[src/rtl/mem_access_unit_if.sv]
// mem_access_unit_if: groups the CPU request/response handshake and the memory_controller strobes.
// master = the access unit (bus initiator); slave = its environment (CPU requester + controller).
// Signals: req_* / resp_* on the CPU side, mem_* on the controller side.
interface mem_access_unit_if;
    logic        req_valid;
    logic        req_ready;
    logic        req_write;
    logic [1:0]  req_size;
    logic        req_signed;
    logic [31:0] req_addr;
    logic [31:0] req_wdata;
    logic        resp_valid;
    logic [31:0] resp_rdata;
    logic        resp_error;
    logic        mem_rd;
    logic        mem_wr;
    logic [31:0] mem_addr;
    logic [31:0] mem_wdata;
    logic [31:0] mem_rdata;
    logic        mem_error;

    modport master (
        input  req_valid, req_write, req_size, req_signed, req_addr, req_wdata,
        input  mem_rdata, mem_error,
        output req_ready, resp_valid, resp_rdata, resp_error,
        output mem_rd, mem_wr, mem_addr, mem_wdata
    );

    modport slave (
        output req_valid, req_write, req_size, req_signed, req_addr, req_wdata,
        output mem_rdata, mem_error,
        input  req_ready, resp_valid, resp_rdata, resp_error,
        input  mem_rd, mem_wr, mem_addr, mem_wdata
    );
endinterface

[src/rtl/mem_access_unit.sv]
// Purpose: CPU load/store initiator for memory_controller; sub-word stores become read-modify-write.
// Latency: load RD_LAT+1, word store 2, sub-word store RD_LAT+2, misaligned/illegal 1 cycle after acceptance.
// Backpressure: req_ready only in IDLE; a request shown in any other state waits there until IDLE.
// Ports: clk, rst (async active-low), bus (mem_access_unit_if.master: req_*/resp_* CPU side, mem_* controller side).
module mem_access_unit #(
    parameter int RD_LAT = 1
) (
    input  logic              clk,
    input  logic              rst,
    mem_access_unit_if.master bus
);
    typedef enum logic [2:0] {
        S_IDLE,
        S_RD,
        S_WR,
        S_RMW_RD,
        S_RMW_WR,
        S_RESP
    } state_t;

    localparam logic [3:0] CNT_LAST = 4'(RD_LAT - 1);

    state_t      state;
    state_t      state_nxt;
    logic [3:0]  cnt;
    logic [31:0] addr_q;
    logic [1:0]  size_q;
    logic        signed_q;
    logic [31:0] wdata_q;     // store data, replaced by the merged word after the RMW read
    logic [31:0] rdata_q;
    logic        err_q;

    logic        rd_phase;
    logic        wr_phase;
    logic        rd_last;
    logic        misaligned;
    logic [31:0] shifted;
    logic [31:0] load_val;
    logic [31:0] lane_mask;
    logic [31:0] merged;

    assign rd_phase = (state == S_RD) || (state == S_RMW_RD);
    assign wr_phase = (state == S_WR) || (state == S_RMW_WR);
    assign rd_last  = (cnt == CNT_LAST);

    always_comb begin
        misaligned = 1'b0;
        case (bus.req_size)
            2'b01:   misaligned = bus.req_addr[0];
            2'b10:   misaligned = |bus.req_addr[1:0];
            2'b11:   misaligned = 1'b1;
            default: misaligned = 1'b0;
        endcase
    end

    // Lane extraction: alignment is already guaranteed, so shifting by the byte
    // offset puts the addressed byte/half at bit 0 for both sizes.
    always_comb begin
        shifted  = bus.mem_rdata >> {addr_q[1:0], 3'b000};
        load_val = bus.mem_rdata;
        case (size_q)
            2'b00:   load_val = {{24{signed_q & shifted[7]}}, shifted[7:0]};
            2'b01:   load_val = {{16{signed_q & shifted[15]}}, shifted[15:0]};
            default: load_val = bus.mem_rdata;
        endcase
    end

    always_comb begin
        lane_mask = (size_q == 2'b00) ? 32'h0000_00FF : 32'h0000_FFFF;
        lane_mask = lane_mask << {addr_q[1:0], 3'b000};
        merged    = (bus.mem_rdata & ~lane_mask)
                  | ((wdata_q << {addr_q[1:0], 3'b000}) & lane_mask);
    end

    always_ff @(posedge clk or negedge rst) begin
        if (!rst) begin
            state <= S_IDLE;
        end else begin
            state <= state_nxt;
        end
    end

    always_comb begin
        state_nxt = state;
        case (state)
            S_IDLE: begin
                if (bus.req_valid) begin
                    if (misaligned)                 state_nxt = S_RESP;
                    else if (!bus.req_write)        state_nxt = S_RD;
                    else if (bus.req_size == 2'b10) state_nxt = S_WR;
                    else                            state_nxt = S_RMW_RD;
                end
            end
            S_RD:     if (rd_last) state_nxt = S_RESP;
            S_WR:     state_nxt = S_RESP;
            S_RMW_RD: if (rd_last) state_nxt = bus.mem_error ? S_RESP : S_RMW_WR;
            S_RMW_WR: state_nxt = S_RESP;
            S_RESP:   state_nxt = S_IDLE;
            default:  state_nxt = S_IDLE;
        endcase
    end

    always_ff @(posedge clk or negedge rst) begin
        if (!rst) begin
            cnt      <= '0;
            addr_q   <= '0;
            size_q   <= '0;
            signed_q <= 1'b0;
            wdata_q  <= '0;
            rdata_q  <= '0;
            err_q    <= 1'b0;
        end else begin
            case (state)
                S_IDLE: begin
                    cnt <= '0;
                    if (bus.req_valid) begin
                        addr_q   <= bus.req_addr;
                        size_q   <= bus.req_size;
                        signed_q <= bus.req_signed;
                        wdata_q  <= bus.req_wdata;
                        rdata_q  <= '0;
                        err_q    <= misaligned;
                    end
                end
                S_RD, S_RMW_RD: begin
                    cnt <= rd_last ? 4'd0 : cnt + 4'd1;
                    if (rd_last) begin
                        err_q <= bus.mem_error;
                        if (state == S_RD && !bus.mem_error) rdata_q <= load_val;
                        if (state == S_RMW_RD)               wdata_q <= merged;
                    end
                end
                S_WR, S_RMW_WR: err_q <= bus.mem_error;
                default: cnt <= '0;
            endcase
        end
    end

    // All outputs decode registered state only; req_ready is additionally held low during reset.
    assign bus.req_ready  = (state == S_IDLE) && rst;
    assign bus.mem_rd     = rd_phase;
    assign bus.mem_wr     = wr_phase;
    assign bus.mem_addr   = (state == S_IDLE) ? 32'd0 : {addr_q[31:2], 2'b00};
    assign bus.mem_wdata  = wr_phase ? wdata_q : 32'd0;
    assign bus.resp_valid = (state == S_RESP);
    assign bus.resp_rdata = (state == S_RESP) ? rdata_q : 32'd0;
    assign bus.resp_error = (state == S_RESP) && err_q;
endmodule

[src/flat_wrapper.sv]
// flat-port wrapper written by rule: the top's interface ports become plain ports
module mem_access_unit_flat 
#(
    parameter int RD_LAT = 1
)
  (clk, rst, bus_req_valid, bus_req_write, bus_req_size, bus_req_signed, bus_req_addr, bus_req_wdata, bus_mem_rdata, bus_mem_error, bus_req_ready, bus_resp_valid, bus_resp_rdata, bus_resp_error, bus_mem_rd, bus_mem_wr, bus_mem_addr, bus_mem_wdata);
  mem_access_unit_if bus_i ();
  input  logic clk;
  input  logic rst;
  input wire logic [$bits(bus_i.req_valid)-1:0] bus_req_valid;
  input wire logic [$bits(bus_i.req_write)-1:0] bus_req_write;
  input wire logic [$bits(bus_i.req_size)-1:0] bus_req_size;
  input wire logic [$bits(bus_i.req_signed)-1:0] bus_req_signed;
  input wire logic [$bits(bus_i.req_addr)-1:0] bus_req_addr;
  input wire logic [$bits(bus_i.req_wdata)-1:0] bus_req_wdata;
  input wire logic [$bits(bus_i.mem_rdata)-1:0] bus_mem_rdata;
  input wire logic [$bits(bus_i.mem_error)-1:0] bus_mem_error;
  output wire logic [$bits(bus_i.req_ready)-1:0] bus_req_ready;
  output wire logic [$bits(bus_i.resp_valid)-1:0] bus_resp_valid;
  output wire logic [$bits(bus_i.resp_rdata)-1:0] bus_resp_rdata;
  output wire logic [$bits(bus_i.resp_error)-1:0] bus_resp_error;
  output wire logic [$bits(bus_i.mem_rd)-1:0] bus_mem_rd;
  output wire logic [$bits(bus_i.mem_wr)-1:0] bus_mem_wr;
  output wire logic [$bits(bus_i.mem_addr)-1:0] bus_mem_addr;
  output wire logic [$bits(bus_i.mem_wdata)-1:0] bus_mem_wdata;
  assign bus_i.req_valid = bus_req_valid;
  assign bus_i.req_write = bus_req_write;
  assign bus_i.req_size = bus_req_size;
  assign bus_i.req_signed = bus_req_signed;
  assign bus_i.req_addr = bus_req_addr;
  assign bus_i.req_wdata = bus_req_wdata;
  assign bus_i.mem_rdata = bus_mem_rdata;
  assign bus_i.mem_error = bus_mem_error;
  assign bus_req_ready = bus_i.req_ready;
  assign bus_resp_valid = bus_i.resp_valid;
  assign bus_resp_rdata = bus_i.resp_rdata;
  assign bus_resp_error = bus_i.resp_error;
  assign bus_mem_rd = bus_i.mem_rd;
  assign bus_mem_wr = bus_i.mem_wr;
  assign bus_mem_addr = bus_i.mem_addr;
  assign bus_mem_wdata = bus_i.mem_wdata;
  mem_access_unit #(.RD_LAT(RD_LAT)) u_core (.clk(clk), .rst(rst), .bus(bus_i));
endmodule
[config.mk]
export PLATFORM = sky130hd
export DESIGN_NAME = mem_access_unit_flat
export DESIGN_NICKNAME = d
export VERILOG_FILES = /design/src/rtl/mem_access_unit_if.sv /design/src/rtl/mem_access_unit.sv /design/src/flat_wrapper.sv
export SDC_FILE = /design/constraint.sdc
export NUM_CORES = 1
export LEC_CHECK = 0
export CORE_AREA = 5 5 151 153
export DETAILED_ROUTE_END_ITERATION = 6
export DIE_AREA = 0 0 156 158
export GPL_TIMING_DRIVEN = 0
export PLACE_DENSITY = 0.65
export SLEW_MARGIN = 15
export SYNTH_ARGS = -nofsm -noshare
export SYNTH_HDL_FRONTEND = slang
export SYNTH_SLANG_ARGS = --single-unit
[constraint.sdc]
create_clock -name clk -period 1.7 [get_ports clk]
set_input_delay 0.17 -clock clk [delete_from_list [all_inputs] [get_ports clk]]
set_output_delay 0.17 -clock clk [all_outputs]
set_load 0.01 [all_outputs]
==> qor.txt, run 1 <==
WL/cell -> 21.2 microns
Worst-Skew Late Latency -> 0.37 ns
WS Path Type -> flop to output pin
Yosys top cell by area -> dfrtp_1
clock sinks -> 107
EDFF count, synth -> 0
clock buffer depth -> 2
Crit. End Element -> output pin
CTS tree -> yes
Seq/Total Area, Yosys -> 42.9%
Final HPWL DP -> 17300 microns
Combinational Power Share -> 65.5%
Max Slew Vio Count -> 0
register bit total from synthesis -> 107
Critical-path top delay cell -> dfrtp_1
cell-by-cell trace of the critical path -> buf_6 > xnor2_4 > nor2_4 > buf_8 > buf_6 > buf_8 > buf_12 > and2_4 > buf_6
post-layout minimum cycle time -> 2.06 ns
run status -> finished with violations
switching part of the total power -> 39.9%
Synth Instances -> 622
final core area utilization -> 50.4%
I/O pins -> 205
ys async rst share -> 100%
Final Hold Violating Endpoints -> 46
Root Driver -> clkbuf_16
Synthesis Warnings -> 0
ratio of cells with drive above 1 in the final layout -> 48.9%
count of cell types in the netlist -> 54
grt peak-use layer -> met2
Starting Density -> 29.1%
crit-path most repeated cell -> buf_6
final setup vio count -> 198
Primary FF master, synth -> dfrtp_1
Final Cycle Share -> 121%
worst slack at placement -> -0.841 ns
Synth area leaders -> dfrtp_1 (43%), mux2_2 (9.4%), and2_1 (6.8%), mux2i_1 (5.0%), nor2b_1 (3.3%)
Die Area -> 24600 sq um
Vias -> 6353
worst min-delay path category -> input port to asynchronous set/reset pin
gpl congestion -> 0.900
Post-Syn Area -> 6240 sq um
Fill cells -> 1961
synth-to-layout area growth -> 73.1%
largest net degree at the start of global routing -> 63
final hold slack -> -0.268 ns
global-route wire length before repair -> 38000 microns
Die Width -> 156 microns
post-route ant nets -> 0
top fanout value on the critical path -> 5
switching power -> 0.00765 W
nets@finish -> 1033
cell family with most CP delay -> buffers and inverters
# DRC -> 0
Clock Skews -> 0.0136 ns
RSZ-0062 raised after global routing -> yes
Worst Path Buf+Inv -> 6
final worst setup slack -> -0.358 ns
Mean Syn Cell Area -> 10.0 sq um
Cell Area, Placed -> 8660 sq um
Max Fclk -> 486 MHz
cell-internal power -> 0.0115 W
initial antenna violation count -> 1
Core Area -> 21400 sq um
PortBufs -> 202
num rows -> 54
CTS H-tree lvls -> 3
met3 Usage GRT -> 6.29%
final WL -> 25700 microns
DIE HEIGHT -> 158 microns
most frequent cells in the layout -> buf_6 (107), dfrtp_1 (106), clkdlybuf4s50_1 (102), and2_4 (58), buf_4 (49)
share of the synthesized area in the top cell type -> 42.9%
Final Cell Area -> 10800 sq um
Via-to-Cell Ratio -> 5.24
Clock transition at path regs -> 0.08 ns
Clk pwr share -> 11.2%
max incr delay on CP -> 0.37 ns
PwrDens -> 1780 nW/um^2
failing checks -> hold timing, setup timing
commonest non-fill, non-tap cell in the layout -> buf_6
share of power burned in registers -> 23.3%
# Max-Cap Violations -> 0
maximum VDD drop -> 0.973 mV
1st-pass router iterations -> 5
CTS Buf Count -> 9
crit start category -> flop
Lkg Pwr -> 4.80 nW
Worst Path Arrival -> 1.89 ns
M2 GR Usage -> 32.8%
vias in the first global route -> 6541
CP required -> 1.53 ns
drt initial violations -> 413
grt ovf -> 0
met1 global-route usage -> 24.7%
GRT Util Overall -> 20.0%
## synth_stat cells (all sizes together) (2+ instances only)
cell	number
a221oi	2
ha	2
and3	2
o21ai	39
nand3b	8
a211oi	9
nor3	3
inv	6
o221ai	8
and2	68
o22ai	9
clkbuf	27
a221o	16
nand3	24
nand2	52
nor4	2
xnor2	2
nor2	26
buf	26
o211ai	18
nor4b	2
mux2i	31
mux2	52
a2bb2oi	14
nand2b	3
nor2b	33
dfrtp	107
a21oi	8
a31oi	2
a22oi	6
## power by group through the flow
stage	logic, W	registers [W]	clock network, W
4_1_cts	0.0109	0.00436	0.00219
5_1_grt	0.0134	0.00459	0.00227
3_5_place_dp	0.00883	0.00431	0
2_1_floorplan	0.00532	0.00403	0
6_report	0.0126	0.00447	0.00214
3_3_place_gp	0.00875	0.00429	0
## path summary, 6_finish.rpt
path	start	endpoint	slack, ns	cells past startpoint
worst max-delay path	u_core.state[2]	bus_mem_wdata[7]	-0.36	9
worst min-delay path	rst	u_core.addr_q[27]	-0.27	1
worst max register to register	u_core.state[1]	u_core.wdata_q[2]	-0.31	9
worst min register to register	flop	flop	0.48	2
max in group asynchronous	rst	u_core.state[1]	1.28	2
min in group clk	bus_req_wdata[28]	flop	0.39	3
## final cells by class
| type | count | area [sq um] | area share [%] |
|---|---|---|---|
| multi-input cells | 457 | 3940 | 36.5 |
| repair buffers | 298 | 2990 | 27.7 |
| flip-flops and latches | 107 | 2680 | 24.8 |
| plain buffers | 48 | 504 | 4.67 |
| well taps | 280 | 350 | 3.24 |
| clock buffers | 9 | 225 | 2.09 |
| clock inverters | 7 | 76.3 | 0.707 |
| inverters | 6 | 27.5 | 0.255 |
| diodes | 1 | 2.50 | 0.0232 |
## stage by stage
step                setup TNS (ns)  total power (W)  std cells
global placement           -515.04           0.0130       1105
floorplan                   -0.891          0.00935        623
detailed placement          -93.75           0.0131       1106
global route                -58.44           0.0202       1212
CTS                         -41.66           0.0174       1208
finish                      -45.20           0.0192       1213
## per-layer routing
layer  vias to the layer above  part of all wire, %  routed length (microns)
li1                       2865                    -                        -
met1                      3125                   40                    10300
met2                       298                   48                    12300
met3                        63                  8.7                     2230
met4                         2                  3.5                      904
met5                         -                0.043                       11
## kinds of logic (layout without fill, tap and decap cells)
kind of cell / Yosys count / in the layout / share of synthesized area (%)
adders and majority gates: 2 / 2 / 0.401
and+or+nand+nor: 225 / 225 / 20.2
other: 1 / 3 / 0.0601
xor gates and xnor gates: 3 / 3 / 0.421
muxes: 84 / 84 / 14.7
buffers and inverters: 59 / 368 / 4.65
DFF: 107 / 107 / 42.9
AOI/OAI and AO/OA: 141 / 141 / 16.6
## timing repair
action,CTS,global route
pin swaps,14,39
buffers inserted,78,19
hold endpoints to repair,46,46
gates cloned,12,5
resized for setup,587,246
endpoints found under the setup margin,198,205
Power figures use the tool's default switching activity.
==> run 2, diff against run 1 <==
--- a/config.mk
+++ b/config.mk
@@ -5,6 +5,7 @@
 export SDC_FILE = /design/constraint.sdc
 export NUM_CORES = 1
 export LEC_CHECK = 0
+export ABC_CLOCK_PERIOD_IN_PS = 1700
 export CORE_AREA = 5 5 151 153
 export DETAILED_ROUTE_END_ITERATION = 6
 export DIE_AREA = 0 0 156 158
==> results of run 2 <==
The final DEF is identical to that of run 1; final timing and power are the same.
